`config.mk`:
```
export PLATFORM = sky130hd
export DESIGN_NAME = inst_loader
export DESIGN_NICKNAME = d
export VERILOG_FILES = /design/src/rtl/inst_loader.sv
export SDC_FILE = /design/constraint.sdc
export NUM_CORES = 1
export LEC_CHECK = 0
export ABC_AREA = 1
export CAP_MARGIN = 20
export CORE_ASPECT_RATIO = 1.25
export CORE_MARGIN = 2
export CORE_UTILIZATION = 40
export CTS_CLUSTER_SIZE = 10
export DETAILED_ROUTE_END_ITERATION = 7
export GPL_ROUTABILITY_DRIVEN = 0
export GPL_TIMING_DRIVEN = 0
export PLACE_DENSITY = 0.7
export SLEW_MARGIN = 25
export SYNTH_ARGS = -nofsm -noshare
export SYNTH_HDL_FRONTEND = slang
export SYNTH_SLANG_ARGS = --single-unit
```
`constraint.sdc`:
```
create_clock -name clk -period 3.2 [get_ports clk]
set_clock_uncertainty 0.05 [all_clocks]
set_input_delay 0.96 -clock clk [delete_from_list [all_inputs] [get_ports clk]]
set_output_delay 0.96 -clock clk [all_outputs]
set_load 0.05 [all_outputs]
```
`src/rtl/inst_loader.sv`:
```
// inst_loader: assembles a serial byte stream into 32-bit words and writes them to instruction memory
// Ports:
//   clk, rst          - clock and synchronous active-low reset
//   i_start           - one-cycle pulse that begins a program load (from IDLE or DONE)
//   i_rx_data/valid   - incoming program byte, big-endian within each word
//   o_write_inst_mem  - one-cycle write strobe
//   o_inst_mem_addr   - word address being written
//   o_inst_mem_data   - word being written
//   o_enable          - datapath run enable, high once the program is loaded
//   o_busy            - high while loading (LOAD or WRITE)
//   o_done            - high once loading has finished
//   o_overflow        - sticky flag, set when the address space is exhausted before HALT
module inst_loader #(
    parameter int PC_BITS = 32,
    parameter int INSTRUCTION_BITS = 32,
    parameter logic [INSTRUCTION_BITS-1:0] HALT_INST = 32'hFC000000
) (
    input  logic                        clk,
    input  logic                        rst,
    input  logic                        i_start,
    input  logic [7:0]                  i_rx_data,
    input  logic                        i_rx_valid,
    output logic                        o_write_inst_mem,
    output logic [PC_BITS-1:0]          o_inst_mem_addr,
    output logic [INSTRUCTION_BITS-1:0] o_inst_mem_data,
    output logic                        o_enable,
    output logic                        o_busy,
    output logic                        o_done,
    output logic                        o_overflow
);
    typedef enum logic [1:0] {IDLE, LOAD, WRITE, DONE} state_t;
    state_t                        r_state, w_next;
    logic [INSTRUCTION_BITS-1:0]   r_word, r_data;
    logic [1:0]                    r_cnt;
    logic [PC_BITS-1:0]            r_addr;
    logic                          r_overflow;
    logic                          w_accept, w_restart, w_halt, w_last;
    // Bytes are taken in WRITE too, so the shift register keeps running while
    // r_data holds the completed word being written.
    assign w_accept  = i_rx_valid && (r_state == LOAD || r_state == WRITE);
    assign w_restart = i_start && (r_state == IDLE || r_state == DONE);
    assign w_halt    = r_data == HALT_INST;
    assign w_last    = &r_addr;
    always_ff @(posedge clk) begin
        if (!rst) r_state <= IDLE;
        else      r_state <= w_next;
    end
    always_comb begin
        w_next = r_state;
        case (r_state)
            IDLE:    w_next = i_start ? LOAD : IDLE;
            LOAD:    w_next = (w_accept && r_cnt == 2'd3) ? WRITE : LOAD;
            WRITE:   w_next = (w_halt || w_last) ? DONE : LOAD;
            DONE:    w_next = i_start ? LOAD : DONE;
            default: w_next = IDLE;
        endcase
    end
    always_ff @(posedge clk) begin
        if (!rst) begin
            r_word     <= '0;
            r_data     <= '0;
            r_cnt      <= '0;
            r_addr     <= '0;
            r_overflow <= 1'b0;
        end else begin
            if (w_restart) begin
                r_cnt      <= '0;
                r_addr     <= '0;
                r_overflow <= 1'b0;
            end else if (w_accept) begin
                r_word <= {r_word[INSTRUCTION_BITS-9:0], i_rx_data};
                r_cnt  <= r_cnt + 2'd1;
                if (r_cnt == 2'd3) r_data <= {r_word[INSTRUCTION_BITS-9:0], i_rx_data};
            end
            if (r_state == WRITE) begin
                r_addr <= r_addr + PC_BITS'(1);
                if (w_last && !w_halt) r_overflow <= 1'b1;
            end
        end
    end
    always_comb begin
        o_write_inst_mem = r_state == WRITE;
        o_busy           = r_state == LOAD || r_state == WRITE;
        o_done           = r_state == DONE;
        o_enable         = r_state == DONE;
        o_inst_mem_addr  = r_addr;
        o_inst_mem_data  = r_data;
        o_overflow       = r_overflow;
    end
endmodule

```
==> reports/metrics.cfg <==
[run_status]
status = finished, final reports clean

[critical_path]
r2r-start = r_state[0]$_SDFF_PN0_
critPathTopFamily = buffers and inverters
path_buf_inv = 2
max_stage_delay_ps = 820
required_ps = 2190
r2r-end = r_state[0]$_SDFF_PN0_
regToRegSetupSlack_ps = 1180
worst_r2r_path_depth = 8
endpoint_kind = primary output
cp_cell_sequence = inv_1 > ha_1 > clkdlybuf4s50_1
worstPathArrival_ps = 1970
cp-start-kind = flop
cpMaxStageDelayCell = clkdlybuf4s50_1
critPathKind = flop to primary output
worst-path-max-fanout = 3

[pwr]
p_leak_nw = 2.04
peakVddDrop_mv = 0.305
cellPowerDensity_nw_per_um2 = 432
fin_total_pwr_mw = 2.43

[sta]
rsz0062_at_grt = false
finalSetupViolCount = 0
setup_ws_ps = 221
relSlewSlack_pct = 62.6
tightest_slew_ps = 561
min_period_ps = 2980
maxSlewViolCount = 0
fmax_mhz = 336
period_share_pct = 93.1
final_hold_viol_count = 0
setup-tns-final_ps = 0

[logic_synthesis]
synth_compound_area_share_pct = 15.0
synth_area_leaders = dfxtp_1 43%, nand2_1 10%, nor2_1 8.2%
synth-simple-area-share_pct = 30.8
ys_seq_area_share_pct = 42.6
yosys_warnings = 0
synth_fp_nets = 630
netlist_area_um2 = 4370
synth_top_family_by_area = simple AND/OR/NAND/NOR gates
synthMuxAreaShare_pct = 0
synth-xor-area-share_pct = 0.401
synthFlopType = dfxtp_1
synthAdderAreaFrac_pct = 1.72
async_reset_ff_share_pct = 0
synth_cell_type_count = 37
synth_top_area_share_pct = 42.6
yosys.area.top_type = dfxtp_1
synth_edf_count = 0
synth-seq-cells = 93
postSynthAreaPerCell_um2 = 7.14
synth_cells = 612

[hold_path]
whs_endpoint = o_inst_mem_data[18]$_SDFFE_PN0P_
hold_class = flop to flop
holdCritStartpoint = o_inst_mem_data[18]$_SDFFE_PN0P_
whs_path_depth = 2

[clock_network]
cts_buffer_depth = 2
postCtsSetupBuffers = 0
htree_num_levels = 3
root_buffer = clkbuf_16
cts_resized = 0
clk_latency_ps = 350
clock-sinks = 93
cts-hold-fix-buffers = 0
tritoncts = yes
cts_inserted_buffers = 9
path_clk_slew_ps = 70

[detailed_routing]
routed_wl_mm = 12.2
post_drt_via_cell_ratio = 5.20
dr.first_iter.drc_count = 179
routed-via-count = 4365
wire_per_inst_um = 14.6
antenna_left = 0
route.detailed.drc = 0
first_pass_iters = 5

[floorplanning]
die_y_um = 121
rows = 42
core_um2 = 10600
dieArea_um2 = 11800
die_x_um = 97.5
io_pins = 81
initial_core_util_pct = 41.2

[placed_design]
dp_hpwl_mm = 9.29
portBuffers = 79
preCtsSetupSlack_ps = 551

[cells_and_area]
nNetsFinal = 720
drive_gt1_share_pct = 8.20
fill_cells = 1038
final_common_cell = nand2_1
final_cell_mix = 119 x nand2_1, 95 x nor2_1, 93 x dfxtp_1, 79 x clkdlybuf4s50_1, 73 x inv_1
syn_to_final_growth_pct = 28.8
n_antenna_cell = 0

[global_route]
grt_pass1_vias = 4214
grt-ovfl-total = 0
antenna_found_initial = 0
track_usage_pct = 21.2
grt_start_max_net_pins = 18
grt_pass1_wl_mm = 20.0

[job]
cap_violations = 0

## state kept, by name, summed over array words and instances (netlist names)
name	flops
o_overflow	1
o_inst_mem_addr	32
r_cnt	2
r_word	24
o_inst_mem_data	32
r_state	2
## area by class of cell
| class | count | area (µm²) | area share [%] |
|---|---|---|---|
| Buffer | 26 | 115 | 2.04 |
| Multi-Input combinational cell | 413 | 2090 | 37.2 |
| Clock inverter | 6 | 76.3 | 1.35 |
| Sequential cell | 93 | 1860 | 33.1 |
| Timing Repair Buffer | 79 | 791 | 14.0 |
| Clock buffer | 10 | 229 | 4.06 |
| Tap cell | 132 | 165 | 2.93 |
| Inverter | 80 | 302 | 5.35 |
## Yosys cell counts, drive strengths merged, types with 2 or more instances
cell,instances
inv,79
and2,2
clkbuf,9
nand4,14
nand3,35
nand2,123
a211oi,13
nand3b,3
a221oi,13
a22oi,2
a21oi,40
ha,6
o21ai,32
o21a,3
nor3,14
o22ai,2
buf,17
dfxtp,93
nor2,105
## how the worst max path moves through the flow
stage | depth (start not counted) | from | slack (ps) | end
final | 3 | r_state[0]$_SDFF_PN0_ | 220 | o_busy
after global routing | 3 | r_state[0]$_SDFF_PN0_ | 150 | o_write_inst_mem
after CTS | 3 | r_state[0]$_SDFF_PN0_ | 190 | o_busy
after detailed placement | 7 | i_start | 550 | o_inst_mem_addr[7]$_SDFFE_PN0P_
after global placement | 7 | i_start | 530 | o_inst_mem_addr[7]$_SDFFE_PN0P_
after floorplan | 2 | r_state[0]$_SDFF_PN0_ | 1050 | o_enable
## kinds of logic after synthesis
group,Yosys count
buffers and inverters,106
xor gates and xnor gates,2
and+or+nand+nor,297
DFF,93
AOI/OAI and AO/OA,108
adders and majority gates,6
## through the flow
| stage | instance area [µm²] | utilization (%) | hold slack, ps | cells |
|---|---|---|---|---|
| after floorplan | 4370 | - | 391 | 612 |
| after global placement | 5330 | 50.2 | 404 | 823 |
| after detailed placement | 5330 | 50.2 | 413 | 823 |
| after CTS | 5630 | 53.1 | 423 | 839 |
| after global routing | 5630 | 53.1 | 443 | 839 |
| final | 5630 | 53.1 | 422 | 839 |
## layer usage
metal / wire length, µm / global-route usage, % / vias up
li1: - / - / 2173
met1: 4970 / 24.3 / 2040
met2: 6240 / 37.9 / 120
met3: 572 / 4.49 / 32
met4: 452 / 9.29 / 0
met5: 0 / 0 / -
## report_power, final
group,switching (mW),internal (mW)
sequential,0.0141,1.18
combinational,0.0884,0.0436
clock,0.485,0.621
## worst register-to-register path: cells and delay by family (launching register included)
family,cells,cell delay (ps)
AOI/OAI and AO/OA,1,360
adders and majority gates,1,350
buffers and inverters,3,380
DFF,1,370
and+or+nand+nor,3,360
No activity file was read; power rests on OpenSTA's default activity.
